$ cat config.mk
export PLATFORM = sky130hd
export DESIGN_NAME = adex_neuron_array
export DESIGN_NICKNAME = d
export VERILOG_FILES = /design/src/rtl/adex_pkg.sv /design/src/rtl/adex_exp_lut.sv /design/src/rtl/adex_neuron_array.sv
export SDC_FILE = /design/constraint.sdc
export NUM_CORES = 1
export LEC_CHECK = 0
export ABC_AREA = 1
export BUFFER_PORTS_ARGS = -buffer_cell sky130_fd_sc_hd__buf_2
export CAP_MARGIN = 0
export CELL_PAD_IN_SITES_DETAIL_PLACEMENT = 0
export CELL_PAD_IN_SITES_GLOBAL_PLACEMENT = 1
export CORE_MARGIN = 4
export CORE_UTILIZATION = 42
export DETAILED_ROUTE_END_ITERATION = 10
export HOLD_SLACK_MARGIN = 0.02
export PLACE_DENSITY_LB_ADDON = 0.3
export SETUP_SLACK_MARGIN = 0.05
export SYNTH_ARGS = -nofsm -noshare
export SYNTH_HDL_FRONTEND = slang
export SYNTH_SLANG_ARGS = --single-unit
$ cat constraint.sdc
create_clock -name clk -period 7 [get_ports clk]
set_input_delay 1.05 -clock clk [delete_from_list [all_inputs] [get_ports clk]]
set_output_delay 1.05 -clock clk [all_outputs]
set_load 0.1 [all_outputs]
$ cat src/rtl/adex_pkg.sv
// Shared types, constants and saturation helper for the time-multiplexed AdEx neuron array.
package adex_pkg;

  typedef enum logic [1:0] {
    IDLE,
    FETCH,
    UPDATE,
    DONE
  } state_t;

  localparam logic [1:0] CFG_V_REST  = 2'd0;
  localparam logic [1:0] CFG_V_T     = 2'd1;
  localparam logic [1:0] CFG_V_RESET = 2'd2;
  localparam logic [1:0] CFG_B       = 2'd3;

  localparam int V_REST_DEF  = -1024;
  localparam int V_T_DEF     = 512;
  localparam int V_RESET_DEF = -768;
  localparam int B_DEF       = 64;

  localparam int LUT_W   = 11;
  localparam int LUT_MAX = 2047;

  // Clamp a wide signed value into the signed range of a vw-bit word.
  function automatic logic signed [31:0] sat_vw(input logic signed [31:0] x, input int vw);
    logic signed [31:0] hi;
    logic signed [31:0] lo;
    hi = (32'sd1 <<< (vw - 1)) - 32'sd1;
    lo = -(32'sd1 <<< (vw - 1));
    if (x > hi) return hi;
    else if (x < lo) return lo;
    else return x;
  endfunction

endpackage

$ cat src/rtl/adex_exp_lut.sv
// Exponential term ROM: entry k = round(2^(k*5/LUT_DEPTH)), capped at LUT_MAX; contents built at elaboration.
module adex_exp_lut
  import adex_pkg::*;
#(
  parameter int LUT_DEPTH = 32,
  localparam int LW = $clog2(LUT_DEPTH)
) (
  input  logic [LW-1:0]    idx,
  output logic [LUT_W-1:0] value
);

  function automatic int lut_entry(input int k);
    real x;
    int  r;
    x = 2.0 ** (real'(k) * 5.0 / real'(LUT_DEPTH));
    r = $rtoi(x + 0.5);
    return (r > LUT_MAX) ? LUT_MAX : r;
  endfunction

  logic [LUT_W-1:0] rom [LUT_DEPTH];

  for (genvar k = 0; k < LUT_DEPTH; k++) begin : g_rom
    localparam int VAL = lut_entry(k);
    assign rom[k] = LUT_W'(VAL);
  end

  assign value = rom[idx];

endmodule

$ cat src/rtl/adex_neuron_array.sv
// N_NEURONS AdEx neurons sharing one fixed-point datapath, with run-time constants.
// Optional refractory countdown per neuron when ADEX_REFRACTORY_EN is defined.
module adex_neuron_array
  import adex_pkg::*;
#(
  parameter int N_NEURONS  = 4,
  parameter int VW         = 16,
  parameter int IW         = 8,
  parameter int LUT_DEPTH  = 32,
  parameter int G_SHIFT    = 4,
  parameter int W_SHIFT    = 2,
  parameter int A_SHIFT    = 3,
  parameter int TAUW_SHIFT = 5,
`ifdef ADEX_REFRACTORY_EN
  parameter int REFR_ROUNDS = 3,
`endif
  parameter logic signed [VW-1:0] V_PEAK = 16'sd2048,
  localparam int NW = (N_NEURONS > 1) ? $clog2(N_NEURONS) : 1
) (
  input  logic                     clk,
  input  logic                     rst_n,
  input  logic                     tick,
  input  logic [N_NEURONS*IW-1:0]  i_syn,
  input  logic                     cfg_we,
  input  logic [1:0]               cfg_addr,
  input  logic [VW-1:0]            cfg_data,
  input  logic [NW-1:0]            mon_sel,
  output logic                     busy,
  output logic                     done,
  output logic [N_NEURONS-1:0]     spike,
  output logic [VW-1:0]            mon_v
);

  localparam int XW = VW + 2;
  localparam int LW = $clog2(LUT_DEPTH);

  state_t state, state_next;
  logic [NW-1:0]            n;
  logic                     last;
  logic [N_NEURONS*IW-1:0]  i_cap;
  logic [N_NEURONS-1:0]     spike_acc;
  logic signed [VW-1:0]     v_mem [N_NEURONS];
  logic signed [VW-1:0]     w_mem [N_NEURONS];
  logic signed [VW-1:0]     v_rest, v_t, v_reset, b_cfg;
  logic signed [VW-1:0]     v_r, w_r;
  logic                     ge_t;
  logic [LW-1:0]            lut_idx, idx_next;
  logic [LUT_W-1:0]         lut_val;
  logic signed [XW-1:0]     idx_full;
  logic signed [XW-1:0]     v_x, w_x, rest_x, b_x, i_x, leak, exp_x;
  logic signed [XW-1:0]     v_sum, w_sum, w_spk_sum;
  logic signed [VW-1:0]     v_new, w_new, w_spk;
  logic [IW-1:0]            i_cur;
  logic                     spike_now;
  logic                     refr_active;

  assign last = (n == NW'(N_NEURONS - 1));
  assign busy = (state != IDLE);

  always_ff @(posedge clk or negedge rst_n) begin
    if (!rst_n) state <= IDLE;
    else        state <= state_next;
  end

  always_comb begin
    state_next = state;
    done       = 1'b0;
    unique case (state)
      IDLE:    if (tick) state_next = FETCH;
      FETCH:   state_next = UPDATE;
      UPDATE:  state_next = last ? DONE : FETCH;
      DONE: begin
        done       = 1'b1;
        state_next = IDLE;
      end
      default: state_next = IDLE;
    endcase
  end

  // Index is only meaningful when v >= V_T; ge_t gates the term otherwise.
  always_comb begin
    idx_full = (XW'(v_mem[n]) - XW'(v_t)) >>> 4;
    idx_next = (idx_full > XW'(LUT_DEPTH - 1)) ? LW'(LUT_DEPTH - 1) : idx_full[LW-1:0];
  end

  adex_exp_lut #(.LUT_DEPTH(LUT_DEPTH)) u_lut (
    .idx   (lut_idx),
    .value (lut_val)
  );

  always_comb begin
    i_cur     = i_cap[n*IW +: IW];
    v_x       = XW'(v_r);
    w_x       = XW'(w_r);
    rest_x    = XW'(v_rest);
    b_x       = XW'(b_cfg);
    i_x       = XW'($signed(i_cur));
    leak      = (rest_x - v_x) >>> G_SHIFT;
    exp_x     = ge_t ? XW'(lut_val) : '0;
    v_sum     = v_x + leak + exp_x - (w_x >>> W_SHIFT) + i_x;
    w_sum     = w_x + ((((v_x - rest_x) >>> A_SHIFT) - w_x) >>> TAUW_SHIFT);
    v_new     = VW'(sat_vw(32'(v_sum), VW));
    w_new     = VW'(sat_vw(32'(w_sum), VW));
    w_spk_sum = XW'(w_new) + b_x;
    w_spk     = VW'(sat_vw(32'(w_spk_sum), VW));
    spike_now = (v_new >= V_PEAK);
  end

`ifdef ADEX_REFRACTORY_EN
  localparam int RW = $clog2(REFR_ROUNDS + 1);
  logic [RW-1:0] refr_cnt [N_NEURONS];

  assign refr_active = (refr_cnt[n] != '0);

  always_ff @(posedge clk or negedge rst_n) begin
    if (!rst_n) begin
      for (int k = 0; k < N_NEURONS; k++) refr_cnt[k] <= '0;
    end else if (state == UPDATE) begin
      if (refr_active)    refr_cnt[n] <= refr_cnt[n] - 1'b1;
      else if (spike_now) refr_cnt[n] <= RW'(REFR_ROUNDS);
    end
  end
`else
  assign refr_active = 1'b0;
`endif

  // Config writes take effect immediately, even mid-round.
  always_ff @(posedge clk or negedge rst_n) begin
    if (!rst_n) begin
      v_rest    <= VW'(V_REST_DEF);
      v_t       <= VW'(V_T_DEF);
      v_reset   <= VW'(V_RESET_DEF);
      b_cfg     <= VW'(B_DEF);
      for (int k = 0; k < N_NEURONS; k++) begin
        v_mem[k] <= VW'(V_REST_DEF);
        w_mem[k] <= '0;
      end
      n         <= '0;
      i_cap     <= '0;
      spike_acc <= '0;
      spike     <= '0;
      v_r       <= '0;
      w_r       <= '0;
      ge_t      <= 1'b0;
      lut_idx   <= '0;
      mon_v     <= VW'(V_REST_DEF);
    end else begin
      if (cfg_we) begin
        unique case (cfg_addr)
          CFG_V_REST:  v_rest  <= cfg_data;
          CFG_V_T:     v_t     <= cfg_data;
          CFG_V_RESET: v_reset <= cfg_data;
          default:     b_cfg   <= cfg_data;
        endcase
      end
      mon_v <= (32'(mon_sel) < N_NEURONS) ? v_mem[mon_sel] : '0;
      unique case (state)
        IDLE: if (tick) begin
          i_cap     <= i_syn;
          n         <= '0;
          spike_acc <= '0;
        end
        FETCH: begin
          v_r     <= v_mem[n];
          w_r     <= w_mem[n];
          ge_t    <= (v_mem[n] >= v_t);
          lut_idx <= idx_next;
        end
        UPDATE: begin
          if (refr_active) begin
            v_mem[n] <= v_reset;
            w_mem[n] <= w_new;
          end else if (spike_now) begin
            v_mem[n]     <= v_reset;
            w_mem[n]     <= w_spk;
            spike_acc[n] <= 1'b1;
          end else begin
            v_mem[n] <= v_new;
            w_mem[n] <= w_new;
          end
          if (!last) n <= n + 1'b1;
        end
        DONE: spike <= spike_acc;
        default: ;
      endcase
    end
  end

endmodule

==> out/summary.txt, run 1 <==
Synth Flop Type: dfrtp_1
DRC viols: 0
Yosys reg bits: 290
Layout cells sized above 1: 15.3%
Synth-to-Final Area Change: 17.6%
Grt total ovfl: 0
Final period util: 95.8%
Unique masters post-synth: 46
Clock Latency Late Sink: 580 ps
First-pass GRT wire length: 123,000 um
Pre-antenna DRT Iters: 6
RSZ-0062 raised after global routing: true
Largest registers: v_mem x64, w_mem x64, i_cap x32
Clock Skew: 32.3 ps
Most used cell, CP: nand2_1
Count of pins over their slew limit: 0
Chip Height: 238 um
Clk pin slew, worst setup/hold paths: 50 ps
Fin. Hold Viols: 0
Commonest non-fill, non-tap cell in the layout: nand2_1
GRT Util Overall: 27.6%
Syn nets: 3,549
Antenna diode count: 0
Top cell type's share of synthesized area: 27.5%
Die W: 238 um
Mapped Avg Cell Area: 6.72 um2
GPL Wtd Cong: 0.941
Post-synthesis cell count: 3,319
HPWL Detailed: 54,100 um
Initial Utilization: 42.4%
DR vias/cell: 5.43
H-tree levels: 2
Outcome: complete, no violations
Design Area, Final: 26,200 um2
Worst-Margin Slew: 1200 ps
ANT nets after route: 0
Io pins: 78
CORE AREA: 52,600 um2
Critical Path Source Type: register
Met3 GRT Util: 3.69%
Worst Hold Class: register to register
Worst Path Required: 7500 ps
Async set-reset flop share out of synthesis: 100%
Port bufs: 77
Final setup viols: 0
Met2 usage: 44.6%
Clock sinks: 290
TritonCTS clock tree: yes
Area of placed instances: 23,900 um2
Setup TNS: 0 ps
Critical path's largest stage delay: 540 ps
Sequential Area: 7310 um2
Slew HR: 19.8%
Max Root-Sink Buffers: 3
Final nets: 3,643
Yosys top cell by area: dfrtp_1
Multi-input logic area: 14,100 um2
Post-place setup slack: -106 ps
Crit end category: register
Post-route minimum period: 6710 ps
Worst path slowest cell: dfstp_2
TritonCTS Buffers: 37
Final WS setup: 291 ps
Sequential-to-total area share from yosys stat: 32.8%
Yosys warning total: 0
Max cap viols: 0
Met1 usage: 36.7%
Arrival time at the worst endpoint: 7210 ps
Initial antenna violation count: 1
Post-Syn Area: 22,300 um2
GRT Max-Usage Layer: met2
Die Area: 56,800 um2
Max Fclk: 149 MHz
Largest cells by area after synthesis: dfrtp_1 27%, nand2_1 20%, ha_1 7.6%
1st-iter DRT viols: 1,899
Vias after detailed routing: 22,400
Hold_buf cts: 0
Drt wl/cell: 19.4 um
Row count: 84
Final hold slack: 470 ps
Routed WL: 80,200 um
Root buf cell: clkbuf_16
FILL cells: 5,337
Most frequent cells in the layout: 1,149 x nand2_1, 280 x nor2_1, 269 x inv_1
Pin count of the biggest net entering global routing: 139
CP Max Fanout: 8
Crit Path Category: register to register
Vias in the first global route: 21,750
Number of synthesized flops with an enable pin: 0
==> layout make-up <==
type                       count  share of cell area [%]
multi-input combinational   2566                    53.6
sequential                   290                    27.9
timing repair buffer         224                    6.31
inverter                     294                    4.23
clock buffer                  53                    4.03
tap                          688                    3.28
clock inverter                13                   0.663
==> metal layers <==
| layer | up-vias | part of all wire, % |
|---|---|---|
| met3 | 187 | 5.9 |
| li1 | 10818 | - |
| met2 | 794 | 46 |
| met1 | 10601 | 43 |
| met4 | 0 | 5.2 |
| met5 | - | 0 |
==> worst max-delay path: cells and delay by family, from the launching register on <==
family | cells | cell delay, ps
compound gates | 5 | 800
xor+xnor | 1 | 150
fa+ha+maj | 4 | 1320
buf+inv | 10 | 900
flops | 1 | 540
simple gates | 28 | 2930
==> synthesized netlist by cell type, types with 4 or more instances <==
master / number
dfstp_2: 45
a21oi_1: 212
o21ai_0: 266
a21oi_2: 7
dfrtp_1: 245
buf_6: 9
nand3b_1: 18
buf_4: 4
nand2_2: 7
buf_2: 18
xor2_1: 64
nor3_1: 18
nand4_1: 9
ha_1: 135
a21o_1: 6
fa_1: 39
xnor2_1: 11
nor2_1: 292
o21a_1: 4
inv_2: 12
nand3_1: 202
buf_1: 13
o22ai_1: 54
inv_1: 280
nand2_1: 1189
a211oi_1: 4
clkbuf_1: 125
==> path summary, 6_finish.rpt <==
| kind | from | endpoint | slack (ps) | cells past startpoint |
|---|---|---|---|---|
| setup / recovery | v_rest[12] | w_mem[46] | 290 | 48 |
| hold / removal | w_mem[33] | w_mem[33] | 470 | 2 |
| setup reg to reg | v_rest[12] | w_mem[46] | 290 | 48 |
| hold reg to reg | w_mem[33] | w_mem[33] | 470 | 2 |
| max in group asynchronous | rst_n | i_cap[20] | 5100 | 2 |
| min in group asynchronous | rst_n | w_r[12] | 560 | 1 |
==> stage by stage <==
stage	cells	utilization, %
floorplan	3319	-
global placement	4037	45.4
detailed placement	4037	45.4
global route	4128	49.9
CTS	4110	48.2
finish	4128	49.9
==> timing repair <==
item / CTS / global route
gates cloned: 1 / 2
gates resized for setup: 35 / 177
setup endpoints to repair: 60 / 80
pin swaps: 5 / 80
setup buffers: 6 / 16
==> cells by family (layout without fill, tap and decap cells) <==
group / Yosys count / count (layout) / synth area share [%]
and+or+nand+nor: 1744 / 1744 / 31.2
xor gates and xnor gates: 75 / 75 / 2.95
AOI/OAI and AO/OA: 573 / 573 / 13.7
buffers and inverters: 463 / 584 / 8.27
DFF: 290 / 290 / 32.8
adders and majority gates: 174 / 174 / 11.1
Power of run 1 is left out: the tool's default activity adds up to more than one toggle a clock period on the data nets, which glitch-free logic cannot reach.
==> inputs of run 2 (changes only) <==
--- a/config.mk
+++ b/config.mk
@@ -20,2 +20,3 @@
 export SYNTH_HDL_FRONTEND = slang
 export SYNTH_SLANG_ARGS = --single-unit
+export TNS_END_PERCENT = 50
==> constraint.sdc (replaced) <==
create_clock -name clk -period 7 [get_ports clk]
set_input_delay 0.35 -clock clk [delete_from_list [all_inputs] [get_ports clk]]
set_output_delay 0.35 -clock clk [all_outputs]
set_load 0.1 [all_outputs]
==> run 2 against run 1 <==
Net effect:
- non-clock buffer count rose by 31
- sequential cell count is the same
- core utilization up 0.57 points
- wire length rose by 0.58%
- clock skew shrank 2.2 ps
- critical path type unchanged
- critical endpoint is now w_mem[19]
- highest routed layer unchanged
==> out/summary.txt, run 2 (synthesis gave the netlist of run 1 again) <==
CP Buf/Inv Count: 10
Critical path's largest stage delay: 540 ps
Reg2reg end: w_mem[19]
Clock Latency Late Sink: 580 ps
1st-iter DRT viols: 1,846
Largest registers: v_mem x64, w_mem x64, i_cap x32
Setup TNS: 0 ps
Drt wl/cell: 19.4 um
Final core utilization: 50.5%
Worst Path Required: 7510 ps
Max Fclk: 148 MHz
Final hold slack: 47.6 ps
Critical Path Source Type: register
Clock sinks: 290
Slew HR: 19.5%
Commonest non-fill, non-tap cell in the layout: nand2_1
Synth-to-Final Area Change: 19.0%
Post-route minimum period: 6770 ps
Most used cell, CP: nand2_1
HPWL Detailed: 54,100 um
Final period util: 96.7%
End of the worst hold path: i_cap[30]
Hold depth: 3
Clk pin slew, worst setup/hold paths: 60 ps
TritonCTS clock tree: yes
Pin count of the biggest net entering global routing: 139
First-pass GRT wire length: 124,000 um
Layout cells sized above 1: 15.1%
Outcome: complete, no violations
Antenna diode count: 0
Count of pins over their slew limit: 0
Worst Hold Class: input port to register
Max Root-Sink Buffers: 3
CORE AREA: 52,600 um2
Vias after detailed routing: 22,478
TritonCTS Buffers: 37
R2r startpoint: v_rest[12]
Max cap viols: 0
Post-place setup slack: -106 ps
Chip Height: 238 um
Final WS setup: 234 ps
ANT nets after route: 0
Die W: 238 um
Fin. Hold Viols: 0
DR vias/cell: 5.40
Arrival time at the worst endpoint: 7270 ps
GPL Wtd Cong: 0.941
Final setup viols: 0
Reg-to-reg slack, setup: 230 ps
Hold_sp: i_syn[30]
GRT Util Overall: 27.7%
Clock Skew: 30.1 ps
Port bufs: 77
Io pins: 78
Worst Reg-to-Reg Cells: 48
Delay-heaviest family, CP: simple AND/OR/NAND/NOR gates
Die Area: 56,800 um2
H-tree levels: 2
Routed WL: 80,600 um
Initial Utilization: 42.4%
Worst-Margin Slew: 1210 ps
Crit Path Category: register to register
Vias in the first global route: 21,944
Crit end category: register
Most frequent cells in the layout: 1,149 x nand2_1, 280 x nor2_1, 269 x inv_1
Pre-antenna DRT Iters: 5
Root buf cell: clkbuf_16
Initial antenna violation count: 1
DRC viols: 0
Grt total ovfl: 0
Row count: 84
RSZ-0062 raised after global routing: true
Worst path slowest cell: dfstp_2
Final nets: 3,674
CP Max Fanout: 8
run 2: worst reg2reg max path: cells and delay by family (launching register included):
kind	cells	cell delay, ps
buffers and inverters	10	910
adder cells (fa/ha/maj)	4	1350
flip-flops	1	540
XOR/XNOR	1	150
AO/OA/AOI/OAI	5	820
AND/OR/NAND/NOR	28	2960
run 2: worst max-delay path by stage:
stage	endpoint	cells after the start	from	slack, ps
floorplan	w_mem[40]	54	v_r[7]	280
global placement	w_mem[11]	47	v_rest[1]	-160
detailed placement	w_mem[8]	52	v_rest[1]	-110
CTS	w_mem[9]	48	v_rest[1]	50
global route	w_mem[19]	51	v_r[1]	-140
finish	w_mem[19]	48	v_rest[12]	230
run 2: layout make-up:
cell class	instances	area (um2)
Timing Repair Buffer	255	1960
Fill cell	5279	26000
Sequential cell	290	7310
Clock buffer	53	1060
Inverter	294	1110
Clock inverter	13	174
Tap cell	688	861
Multi-Input combinational cell	2566	14100
run 2: per-layer routing:
metal	routed length, um	global-route usage, %
met1	34600	36.7
met2	37100	45.0
met3	4710	3.69
met4	4150	13.5
met5	0	0
run 2: repair_timing:
action	in CTS	in global routing
endpoints found under the hold margin	116	0
hold buffers	31	0
endpoints found under the setup margin	60	80
resized for setup	35	173
setup buffers	6	16
pin swaps	5	76
gates cloned	1	2
run 2: through the flow:
stage | area [um2] | cells
CTS | 25600 | 4141
global placement | 23900 | 4037
floorplan | 22300 | 3319
detailed placement | 23900 | 4037
finish | 26500 | 4159
global route | 26500 | 4159
Power of run 2 is left out for the same reason.
